===== src/rtl/wdt_supervisor.sv =====
`default_nettype none
// ============================================================================
// Module   : wdt_supervisor
// Brief    : Programmable watchdog with a two-key service sequence, optional
//            service window, a PC-stall hang detector, a pre-warning IRQ and a
//            stretched reset request with sticky reset-cause bits.
// Revision : 1.0  initial release
// ============================================================================
module wdt_supervisor #(
    parameter int         PRESCALE_LOG2 = 0,
    parameter int         GRACE         = 8,
    parameter int         RST_PULSE     = 4,
    parameter int         PC_STALL      = 16,
    parameter logic [7:0] KEY1          = 8'h55,
    parameter logic [7:0] KEY2          = 8'hAA
) (
    input  logic       i_clk,
    input  logic       i_rst,
    input  logic       i_wr_en,
    input  logic [1:0] i_wr_addr,
    input  logic [7:0] i_wr_data,
    input  logic [7:0] i_pc,
    output logic [7:0] o_status,
    output logic       o_irq,
    output logic       o_reset
);

    localparam int c_stall_w = $clog2(PC_STALL + 1);
    localparam int c_pulse_w = $clog2(RST_PULSE + 1);

    typedef enum logic [1:0] {
        S_DISABLED = 2'd0,
        S_RUNNING  = 2'd1,
        S_WARN     = 2'd2,
        S_RESET    = 2'd3
    } state_t;

    state_t                 r_state;
    logic                   r_enable;
    logic                   r_window_en;
    logic                   r_pc_stall_en;
    logic                   r_lock;
    logic [7:0]             r_timeout;
    logic [7:0]             r_window;
    logic [7:0]             r_count;
    logic                   r_key_armed;
    logic [2:0]             r_cause;        // {pc, key, timeout}
    logic                   r_irq;
    logic                   r_reset;
    logic [c_pulse_w-1:0]   r_pulse_cnt;
    logic [c_stall_w-1:0]   r_stall_cnt;
    logic [7:0]             r_prev_pc;

    logic w_ctrl_wr, w_timeout_wr, w_window_wr, w_cfg_ok, w_active;
    logic w_key_wr, w_is_key1, w_is_key2, w_kick_try, w_key_bad, w_win_bad, w_kick;
    logic w_pc_same, w_stall_run, w_pc_bad, w_timeout, w_viol, w_to_reset;
    logic w_disable, w_enable_load, w_pulse_done, w_tick;
    logic [2:0] w_new_cause;

    assign w_ctrl_wr    = i_wr_en && (i_wr_addr == 2'd0);
    assign w_timeout_wr = i_wr_en && (i_wr_addr == 2'd1);
    assign w_window_wr  = i_wr_en && (i_wr_addr == 2'd2);
    assign w_cfg_ok     = !r_lock;
    assign w_active     = (r_state == S_RUNNING) || (r_state == S_WARN);

    // Service keys are only meaningful while the counter is live
    assign w_key_wr   = i_wr_en && (i_wr_addr == 2'd3) && w_active;
    assign w_is_key1  = (i_wr_data == KEY1);
    assign w_is_key2  = (i_wr_data == KEY2);
    assign w_kick_try = w_key_wr && w_is_key2 && r_key_armed;
    assign w_key_bad  = w_key_wr && !w_is_key1 && !(w_is_key2 && r_key_armed);
    // A kick arriving too early (count still above WINDOW) is treated as a fault
    assign w_win_bad  = w_kick_try && r_window_en && (r_state == S_RUNNING)
                        && (r_count > r_window);
    assign w_kick     = w_kick_try && !w_win_bad;

    assign w_pc_same   = (i_pc == r_prev_pc);
    assign w_stall_run = r_pc_stall_en && w_active;
    assign w_pc_bad    = w_stall_run && w_pc_same
                         && (r_stall_cnt == c_stall_w'(PC_STALL - 1));

    // A kick in the same cycle as the final WARN tick rescues the system
    assign w_timeout   = (r_state == S_WARN) && w_tick && (r_count == 8'd0) && !w_kick;
    assign w_viol      = w_key_bad || w_win_bad || w_pc_bad;
    assign w_to_reset  = w_viol || w_timeout;
    assign w_new_cause = {w_pc_bad, (w_key_bad || w_win_bad), w_timeout};

    assign w_disable     = w_ctrl_wr && w_cfg_ok && !i_wr_data[0] && w_active;
    assign w_enable_load = (r_state == S_DISABLED) && w_ctrl_wr && w_cfg_ok && i_wr_data[0];
    assign w_pulse_done  = (r_state == S_RESET)
                           && (r_pulse_cnt == c_pulse_w'(RST_PULSE - 1));

    generate
        if (PRESCALE_LOG2 > 0) begin : g_presc
            logic [PRESCALE_LOG2-1:0] r_presc;
            logic                     w_presc_clr;
            assign w_presc_clr = w_enable_load || w_kick || w_pulse_done;
            // Free-running divider while counting; restarted on every count reload
            always_ff @(posedge i_clk) begin
                if (i_rst) begin
                    r_presc <= '0;
                end else if (w_presc_clr) begin
                    r_presc <= '0;
                end else if (w_active) begin
                    r_presc <= r_presc + 1'b1;
                end
            end
            assign w_tick = w_active && (r_presc == '1);
        end else begin : g_no_presc
            assign w_tick = w_active;
        end
    endgenerate

    // Configuration, cause tracking, stall detector and the watchdog state machine
    always_ff @(posedge i_clk) begin
        if (i_rst) begin
            r_state       <= S_DISABLED;
            r_enable      <= 1'b0;
            r_window_en   <= 1'b0;
            r_pc_stall_en <= 1'b0;
            r_lock        <= 1'b0;
            r_timeout     <= 8'hFF;
            r_window      <= 8'hFF;
            r_count       <= 8'hFF;
            r_key_armed   <= 1'b0;
            r_cause       <= 3'b000;
            r_irq         <= 1'b0;
            r_reset       <= 1'b0;
            r_pulse_cnt   <= '0;
            r_stall_cnt   <= '0;
            r_prev_pc     <= 8'h00;
        end else begin
            if (w_ctrl_wr && w_cfg_ok) begin
                r_enable      <= i_wr_data[0];
                r_window_en   <= i_wr_data[1];
                r_pc_stall_en <= i_wr_data[2];
                r_lock        <= i_wr_data[7];
            end
            if (w_timeout_wr && w_cfg_ok) begin
                r_timeout <= i_wr_data;
            end
            if (w_window_wr && w_cfg_ok) begin
                r_window <= i_wr_data;
            end

            // Cause-clear is honoured even when locked; new causes still land
            r_cause <= ((w_ctrl_wr && i_wr_data[6]) ? 3'b000 : r_cause) | w_new_cause;

            r_prev_pc <= i_pc;
            if (w_stall_run && w_pc_same && !w_to_reset && !w_disable) begin
                r_stall_cnt <= r_stall_cnt + c_stall_w'(1);
            end else begin
                r_stall_cnt <= '0;
            end

            case (r_state)
                S_DISABLED: begin
                    if (w_enable_load) begin
                        r_state     <= S_RUNNING;
                        r_count     <= r_timeout;
                        r_key_armed <= 1'b0;
                    end
                end
                S_RUNNING, S_WARN: begin
                    if (w_to_reset) begin
                        r_state     <= S_RESET;
                        r_reset     <= 1'b1;
                        r_pulse_cnt <= '0;
                        r_key_armed <= 1'b0;
                    end else if (w_disable) begin
                        r_state     <= S_DISABLED;
                        r_irq       <= 1'b0;
                        r_key_armed <= 1'b0;
                    end else if (w_kick) begin
                        r_state     <= S_RUNNING;
                        r_count     <= r_timeout;
                        r_irq       <= 1'b0;
                        r_key_armed <= 1'b0;
                    end else begin
                        if (w_key_wr && w_is_key1) begin
                            r_key_armed <= 1'b1;
                        end
                        if (w_tick) begin
                            if (r_count == 8'd0) begin
                                // Only RUNNING gets here; WARN expiry is w_timeout
                                r_state <= S_WARN;
                                r_irq   <= 1'b1;
                                r_count <= 8'(GRACE);
                            end else begin
                                r_count <= r_count - 8'd1;
                            end
                        end
                    end
                end
                S_RESET: begin
                    if (w_pulse_done) begin
                        r_state <= r_enable ? S_RUNNING : S_DISABLED;
                        r_reset <= 1'b0;
                        r_irq   <= 1'b0;
                        r_count <= r_timeout;
                    end else begin
                        r_pulse_cnt <= r_pulse_cnt + c_pulse_w'(1);
                    end
                end
                default: r_state <= S_DISABLED;
            endcase
        end
    end

    assign o_irq    = r_irq;
    assign o_reset  = r_reset;
    assign o_status = {r_reset, r_key_armed, r_lock, r_cause, r_irq, r_enable};

endmodule
`default_nettype wire


===== config.mk =====
export PLATFORM = sky130hd
export DESIGN_NAME = wdt_supervisor
export DESIGN_NICKNAME = d
export VERILOG_FILES = /design/src/rtl/wdt_supervisor.sv
export SDC_FILE = /design/constraint.sdc
export NUM_CORES = 1
export LEC_CHECK = 0
export BUFFER_PORTS_ARGS = -buffer_cell sky130_fd_sc_hd__buf_2
export CORE_AREA = 2 2 82 84
export CTS_CLUSTER_SIZE = 12
export DETAILED_ROUTE_END_ITERATION = 6
export DIE_AREA = 0 0 84 86
export GPL_TIMING_DRIVEN = 0
export PLACE_DENSITY = 0.62
export SYNTH_ARGS = -nofsm -noshare
export SYNTH_HDL_FRONTEND = slang
export SYNTH_SLANG_ARGS = --single-unit

===== constraint.sdc =====
create_clock -name i_clk -period 3.4 [get_ports i_clk]
set_input_delay 0.51 -clock i_clk [delete_from_list [all_inputs] [get_ports i_clk]]
set_output_delay 0.51 -clock i_clk [all_outputs]
set_load 0.01 [all_outputs]

==> impl_metrics.toml, run 1 <==
[placement]
dpl.cell_count = 427
portBuffers = 30
place.gp.congestion = 0.861
dpl-instance-area_mm2 = 0.00304
dp_slack_ns = 0.486
dp_hpwl_um = 4880

[clock_network]
cts_hold_buf = 0
postCtsSetupRepairBufs = 0
numClockSinks = 52
cts_tree = "built"
clock_latency_ns = 0.31
cts_buffers = 5
cts-root-buf = "clkbuf_8"
cts_resized = 0
clk_path_buf_depth = 2
clk_pin_slew_ns = 0.10
h-tree-depth = 2

[critical_path]
endpoint_kind = "flip-flop"
critPathSlowestCell = "or4_4"
rr_worst_depth = 10
cp_max_fo = 9
cp-start-kind = "flip-flop"
required_ns = 3.61
cpPeakStageDelay_ns = 0.52
cp_data_arrival_time_ns = 3.12
worstSetupPathType = "flip-flop to flip-flop"
crit_chain = "inv_1, ha_1, buf_2, nand2_1, or4_1, or4_4, nor4bb_1, a21oi_4, a311oi_1, a211o_1"

[floorplan]
die_h_um = 86
io_pins = 31
die_area_mm2 = 0.00722
rows = 29
core_area_mm2 = 0.00628
initial_core_util_pct = 44.5
die_w_um = 84

[final_layout]
syn_to_final_growth_pct = 12.3
nFillCells = 620
num-nets-final = 396
fin_cells = 435
seq_area_mm2 = 0.00104
n_antenna_cell = 0
finalCoreUtilization_pct = 50.0
final_common_cell = "dfxtp_1"
multi_input_area_mm2 = 0.00159
layout_common_cells = "dfxtp_1, nand2_1, buf_2"
design_area_mm2 = 0.00314
drive_gt1_share_pct = 14.8

[pwr]
irDropWorstVdd_v = 0.000224
p_total_mw = 1.59
leakagePower_nw = 1.33
power_density_mw_per_mm2 = 506

[route]
drc_errors = 0
firstDrtPassIters = 4
viasPerCell = 5.43
drt_iter0_drc = 86
post_drt_wl_per_cell_um = 14.6
drtAntennaViolNets = 0
finalWirelength_um = 6370
vias = 2362

[global_routing]
grt_util_met3_pct = 3.18
met2_usage_pct = 32.7
antenna_found_initial = 0
grt_usage_pct = 18.8
grtUsageMet1_pct = 24.0
grt_remaining_overflow = 0
grt_max_degree = 19
grt_pass1_vias = 2266
top_usage_layer = "met2"
grt_first_pass_wirelength_um = 10900

[synth]
synth_seq_area_share_pct = 37.3
syn_nets = 359
postSynthAreaPerCell_um2 = 8.73
yosys.area_share.simple_pct = 23.6
ys_seq_elements = 52
synth_ff_type = "dfxtp_1"
synth_xor_area_share_pct = 3.45
synth_compound_area_share_pct = 16.5
yosysWarnings = 0
synth_area_mm2 = 0.00279
netlist_instances = 320
ys_async_sr_fraction_pct = 0
synth_mux_area_share_pct = 5.11
synth_top_family_by_area = "simple AND/OR/NAND/NOR gates"
synth-edff-count = 0
yosysUniqueCellTypes = 57
synth_adder_area_share_pct = 8.06

[job]
drv_cap = 0

[sta]
post-route-min-period_ns = 2.91
fin_setup_tns_ns = 0
clock_skew_ns = 0.00743
fmax_ghz = 0.343
setup_viol = 0
setup_slack_ns = 0.486
slew_viol_final = 0
tightest_slew_ns = 0.778
relSlewSlack_pct = 48.0
hold_slack_ns = 0.428
period_share_pct = 85.7
finalHoldViolCount = 0
grt_setup_unrepaired = "no"

[hold_path]
worstHoldPathCells = 2
hold_path_class = "input pin to flip-flop"

[status]
run_status = "completed"
-- synthesized netlist by cell type, types with 2 or more instances --
| cell type | instances | area share (%) |
|---|---|---|
| inv_1 | 21 | 2.8 |
| buf_4 | 5 | 1.3 |
| a211o_1 | 3 | 0.94 |
| a31oi_1 | 3 | 0.67 |
| nor2_1 | 20 | 2.7 |
| nand3_1 | 6 | 1.1 |
| nor3_1 | 5 | 0.90 |
| clkbuf_1 | 7 | 0.94 |
| a21o_1 | 2 | 0.54 |
| o21ai_1 | 4 | 0.72 |
| and3_1 | 4 | 0.90 |
| nand2b_1 | 2 | 0.45 |
| a21oi_1 | 17 | 3.0 |
| nor2b_1 | 15 | 3.4 |
| o211ai_1 | 15 | 4.0 |
| o21ai_0 | 6 | 1.1 |
| mux2i_1 | 12 | 4.3 |
| or3_1 | 4 | 0.90 |
| ha_1 | 18 | 8.1 |
| nor3b_1 | 5 | 1.3 |
| xnor2_1 | 6 | 1.9 |
| nand2_1 | 38 | 5.1 |
| nor4bb_1 | 5 | 1.8 |
| o31ai_1 | 2 | 0.54 |
| buf_2 | 2 | 0.36 |
| o32ai_1 | 3 | 0.94 |
| nand4_1 | 4 | 0.90 |
| dfxtp_1 | 52 | 37 |
| xor2_1 | 5 | 1.6 |
| nor4_1 | 2 | 0.45 |
-- state kept, by name, indices dropped and copies added, names as in the netlist, 2 cells and up --
register,cells
r_cause,3
r_count,8
r_prev_pc,8
r_pulse_cnt,3
r_stall_cnt,5
r_state,2
r_timeout,8
r_window,8
-- cell type report --
| cell class | count | share of cell area [%] |
|---|---|---|
| flip-flops and latches | 52 | 33.2 |
| inverters | 21 | 2.51 |
| well taps | 77 | 3.07 |
| plain buffers | 16 | 2.83 |
| repair buffers | 30 | 4.79 |
| clock buffers | 5 | 2.19 |
| multi-input cells | 231 | 50.5 |
| clock inverters | 3 | 0.878 |
-- metal layers --
layer / vias up / routed length, µm
met5: - / 0
met3: 7 / 188
li1: 1214 / -
met4: 0 / 90
met1: 1103 / 3120
met2: 38 / 2970
-- final timing paths --
check            startpoint        endpoint  slack (ns)
max reg2reg      r_state[0]      r_count[3]        0.49
max              r_state[0]      r_count[3]        0.49
min                 i_pc[6]    r_prev_pc[6]        0.43
min reg2reg  r_stall_cnt[0]  r_stall_cnt[0]        0.46
-- critical path, delay by kind of cell, from the launching register on --
family | cells | cell delay (ns)
DFF | 1 | 0.41
buffers and inverters | 2 | 0.29
and+or+nand+nor | 4 | 1.22
AOI/OAI and AO/OA | 3 | 0.61
adders and majority gates | 1 | 0.28
-- logic make-up after synthesis --
logic type / Yosys count
AOI/OAI and AO/OA: 67
xor gates and xnor gates: 11
adders and majority gates: 18
buffers and inverters: 37
DFF: 52
muxes: 14
and+or+nand+nor: 121
-- where the power goes --
group | switching, mW | internal (mW)
sequential | 0.0716 | 0.671
clock | 0.228 | 0.152
combinational | 0.261 | 0.205
total | 0.560 | 1.03
Note: power is estimated with default switching activity, not from simulation.
==> run 2: changes to the inputs <==
Settings changed: ABC_CLOCK_PERIOD_IN_PS set to 2800.
Clock period 3.4 ns to 2.8 ns, I/O delays scaled along.
==> impl_metrics.toml, run 2 (synthesized netlist as in run 1, its figures left out) <==
[sta]
post-route-min-period_ns = 2.73
setup_slack_ns = 0.0747
tightest_slew_ns = 0.824
relSlewSlack_pct = 44.9
finalHoldViolCount = 0
period_share_pct = 97.3
fmax_ghz = 0.367
slew_viol_final = 0
grt_setup_unrepaired = "yes"
clock_skew_ns = 0.00706
hold_slack_ns = 0.336
fin_setup_tns_ns = 0
setup_viol = 0

[floorplan]
core_area_mm2 = 0.00628
die_area_mm2 = 0.00722
die_h_um = 86
die_w_um = 84
io_pins = 31
initial_core_util_pct = 44.5
rows = 29

[hold_path]
hold_path_class = "input pin to flip-flop"
worstHoldPathCells = 2
min_to = "r_prev_pc[6]"
worstHoldStart = "i_pc[6]"

[global_routing]
grt_pass1_vias = 2276
grt_remaining_overflow = 0
antenna_found_initial = 0
grt_max_degree = 19
grt_first_pass_wirelength_um = 11000
grt_usage_pct = 18.8

[placement]
dp_slack_ns = -0.114
dp_hpwl_um = 4880
portBuffers = 30
dpl.cell_count = 427
place.gp.congestion = 0.861

[pwr]
irDropWorstVdd_v = 0.000275
leakagePower_nw = 1.37
power_density_mw_per_mm2 = 617

[route]
drc_errors = 0
post_drt_wl_per_cell_um = 14.7
drt_iter0_drc = 79
finalWirelength_um = 6480
firstDrtPassIters = 5
drtAntennaViolNets = 0
viasPerCell = 5.46
vias = 2408

[clock_network]
clk_path_buf_depth = 2
cts_hold_buf = 0
clock_latency_ns = 0.31
cts-root-buf = "clkbuf_8"
numClockSinks = 52
cts_buffers = 5
h-tree-depth = 2
cts_tree = "built"
clk_pin_slew_ns = 0.10

[critical_path]
endpoint_kind = "flip-flop"
r2r_start = "r_state[0]"
cp_max_fo = 7
rr_worst_depth = 11
r2r_slack_ns = 0.07
required_ns = 3.03
cp-start-kind = "flip-flop"
cp_data_arrival_time_ns = 2.95
reg2reg_to = "r_count[5]"
worstSetupPathType = "flip-flop to flip-flop"

[final_layout]
fin_cells = 441
layout_common_cells = "dfxtp_1, nand2_1, buf_2"
final_common_cell = "dfxtp_1"
syn_to_final_growth_pct = 15.6
n_antenna_cell = 0
drive_gt1_share_pct = 19.2
nFillCells = 616
num-nets-final = 402

[job]
drv_cap = 0

[status]
run_status = "completed"
-- run 2: critical path, stage by stage, from the launching register on --
cell      delay [ns]
dfxtp_4         0.38
inv_2           0.05
ha_1            0.28
buf_6           0.10
nand2_2         0.06
or4_1           0.39
or4_4           0.45
nor4bb_2        0.21
a21oi_4         0.30
buf_6           0.14
a31oi_1         0.04
o221ai_1        0.23
-- run 2: area by class of cell --
cell class | count | area (µm²) | area share, %
repair buffers | 36 | 196 | 6.08
clock inverters | 3 | 27.5 | 0.852
well taps | 77 | 96.3 | 2.98
inverters | 21 | 78.8 | 2.44
plain buffers | 16 | 96.3 | 2.98
flip-flops and latches | 52 | 1050 | 32.4
clock buffers | 5 | 68.8 | 2.13
multi-input cells | 231 | 1620 | 50.2
-- run 2: how the worst max path moves through the flow --
stage | startpoint | end | slack, ns | cells past startpoint
5_1_grt | r_count[0] | r_count[4] | -0.02 | 11
3_3_place_gp | r_state[0] | r_count[3] | -0.10 | 10
2_1_floorplan | r_state[0] | r_count[3] | 0.17 | 10
6_report | r_state[0] | r_count[5] | 0.07 | 11
4_1_cts | r_state[0] | r_count[3] | 0.02 | 10
3_5_place_dp | r_state[0] | r_count[3] | -0.11 | 10
-- run 2: timing repair --
| action | in CTS | in global routing |
|---|---|---|
| resized for setup | 3 | 13 |
| pin swaps | 1 | 3 |
| gates cloned | 0 | 1 |
| endpoints found under the hold margin | 0 | 0 |
| endpoints found under the setup margin | 9 | 12 |
| buffers inserted | 2 | 3 |
-- run 2: routing by layer --
metal | routed length, µm | part of all wire [%] | track usage [%] | up-vias
met2 | 3060 | 47 | 32.9 | 47
met4 | 93 | 1.4 | 5.43 | 0
li1 | - | - | - | 1223
met1 | 3080 | 48 | 24.0 | 1130
met3 | 243 | 3.8 | 3.18 | 8
met5 | 0 | 0 | 0 | -
-- run 2: through the flow --
step	utilization, %	cell area, µm²	power, mW
floorplan	-	2790	1.31
global placement	48.4	3040	1.47
detailed placement	48.4	3040	1.48
CTS	50.3	3160	1.96
global route	51.5	3230	2.13
finish	51.5	3230	1.99
-- run 2: report_power, final --
group	internal [mW]	leakage, nW	total (mW)	switching [mW]
clock network	0.184	0.0463	0.459	0.275
registers	0.816	0.427	0.904	0.0875
logic	0.289	0.899	0.631	0.341
total	1.29	1.37	1.99	0.704
==> run 3: changes to the inputs <==
Settings changed: GPL_TIMING_DRIVEN 0 to not set.
==> impl_metrics.toml, run 3 (synthesized netlist as in run 1, its figures left out) <==
[status]
run_status = "completed"

[route]
firstDrtPassIters = 4
drc_errors = 0
drtAntennaViolNets = 0
vias = 2312
viasPerCell = 5.35
finalWirelength_um = 6370
post_drt_wl_per_cell_um = 14.8
drt_iter0_drc = 94

[clock_network]
h-tree-depth = 2
cts_buffers = 5
numClockSinks = 52
clk_pin_slew_ns = 0.10
clock_latency_ns = 0.30
clk_path_buf_depth = 2
cts_tree = "built"
cts-root-buf = "clkbuf_8"
cts_hold_buf = 0
postCtsSetupRepairBufs = 0
cts_resized = 0

[global_routing]
grt_first_pass_wirelength_um = 11000
antenna_found_initial = 0
grt_remaining_overflow = 0
grt_pass1_vias = 2273
grt_max_degree = 25
grt_usage_pct = 18.7

[placement]
portBuffers = 30
dp_slack_ns = 0.0817
place.gp.congestion = 0.838
dp_hpwl_um = 4850

[final_layout]
finalCoreUtilization_pct = 50.5
syn_to_final_growth_pct = 13.5
final_common_cell = "dfxtp_1"
drive_gt1_share_pct = 17.7
layout_common_cells = "dfxtp_1, nand2_1, buf_2"
num-nets-final = 393
n_antenna_cell = 0

[sta]
tightest_slew_ns = 0.659
fmax_ghz = 0.377
setup_viol = 0
grt_setup_unrepaired = "no"
finalHoldViolCount = 0
period_share_pct = 94.7
clock_skew_ns = 0.00694
setup_slack_ns = 0.149
relSlewSlack_pct = 56.0
fin_setup_tns_ns = 0
slew_viol_final = 0
post-route-min-period_ns = 2.65

[job]
drv_cap = 0

[critical_path]
rr_worst_depth = 10
r2r_start = "r_state[1]"
cp_max_fo = 6
cp_data_arrival_time_ns = 2.87
required_ns = 3.02
worstSetupPathType = "flip-flop to flip-flop"
r2r_slack_ns = 0.15
crit_path_end = "r_count[5]"
reg2reg_to = "r_count[5]"
cp-start-kind = "flip-flop"
endpoint_kind = "flip-flop"
crit_path_start = "r_state[1]"

[floorplan]
io_pins = 31
core_area_mm2 = 0.00628
rows = 29
die_area_mm2 = 0.00722
initial_core_util_pct = 44.5
die_w_um = 84
die_h_um = 86

[pwr]
power_density_mw_per_mm2 = 608
irDropWorstVdd_v = 0.000287
leakagePower_nw = 1.35
p_total_mw = 1.93

[hold_path]
hold_path_class = "input pin to flip-flop"
worstHoldPathCells = 2
[run 3: changes by cell type in the layout (fill, tap and decap cells not counted), moves of 2 or more]
cell      change
buf_4         +4
clkbuf_1      -6
buf_2         -2
buf_6         -3
[run 3: area by class of cell]
type,instances,area (µm²)
Clock buffer,5,68.8
Multi-Input combinational cell,231,1620
Tap cell,77,96.3
Timing Repair Buffer,43,248
Inverter,21,78.8
Fill cell,623,3110
Clock inverter,3,22.5
Sequential cell,52,1040
[run 3: worst max-delay path, cell delays in order (launching register included)]
cell and delay, ns:
dfxtp_2 0.37, inv_1 0.09, ha_4 0.30, nand2_1 0.07, or4_1 0.40, or4_4 0.51, nor4bb_2 0.21, a21oi_4 0.22
buf_4 0.17, a31oi_1 0.04, o221ai_1 0.18
[run 3: how the worst min path moves through the flow]
stage | start | endpoint | slack (ns)
6_report | i_pc[2] | r_prev_pc[2] | 0.35
5_1_grt | i_pc[6] | r_prev_pc[6] | 0.35
4_1_cts | i_pc[2] | r_prev_pc[2] | 0.34
3_5_place_dp | r_stall_cnt[0] | r_stall_cnt[0] | 0.44
3_3_place_gp | r_stall_cnt[0] | r_stall_cnt[0] | 0.43
2_1_floorplan | r_stall_cnt[0] | r_stall_cnt[0] | 0.42
[run 3: metrics by stage]
stage               std cells  hold slack, ns  cell area, µm²
global route              432           0.351            3170
CTS                       432           0.342            3150
detailed placement        424           0.439            3060
global placement          424           0.433            3060
floorplan                 320           0.418            2790
finish                    432           0.346            3170
[run 3: per-layer routing]
layer	vias up	wire length [µm]	track usage (%)
met1	1069	3040	24.5
met5	-	0	0
li1	1207	-	-
met3	2	181	3.27
met4	0	30	3.52
met2	34	3120	32.5
[run 3: power breakdown]
part | switching [mW] | internal [mW] | total (mW)
sequential | 0.0856 | 0.815 | 0.900
clock | 0.257 | 0.180 | 0.436
combinational | 0.325 | 0.268 | 0.593
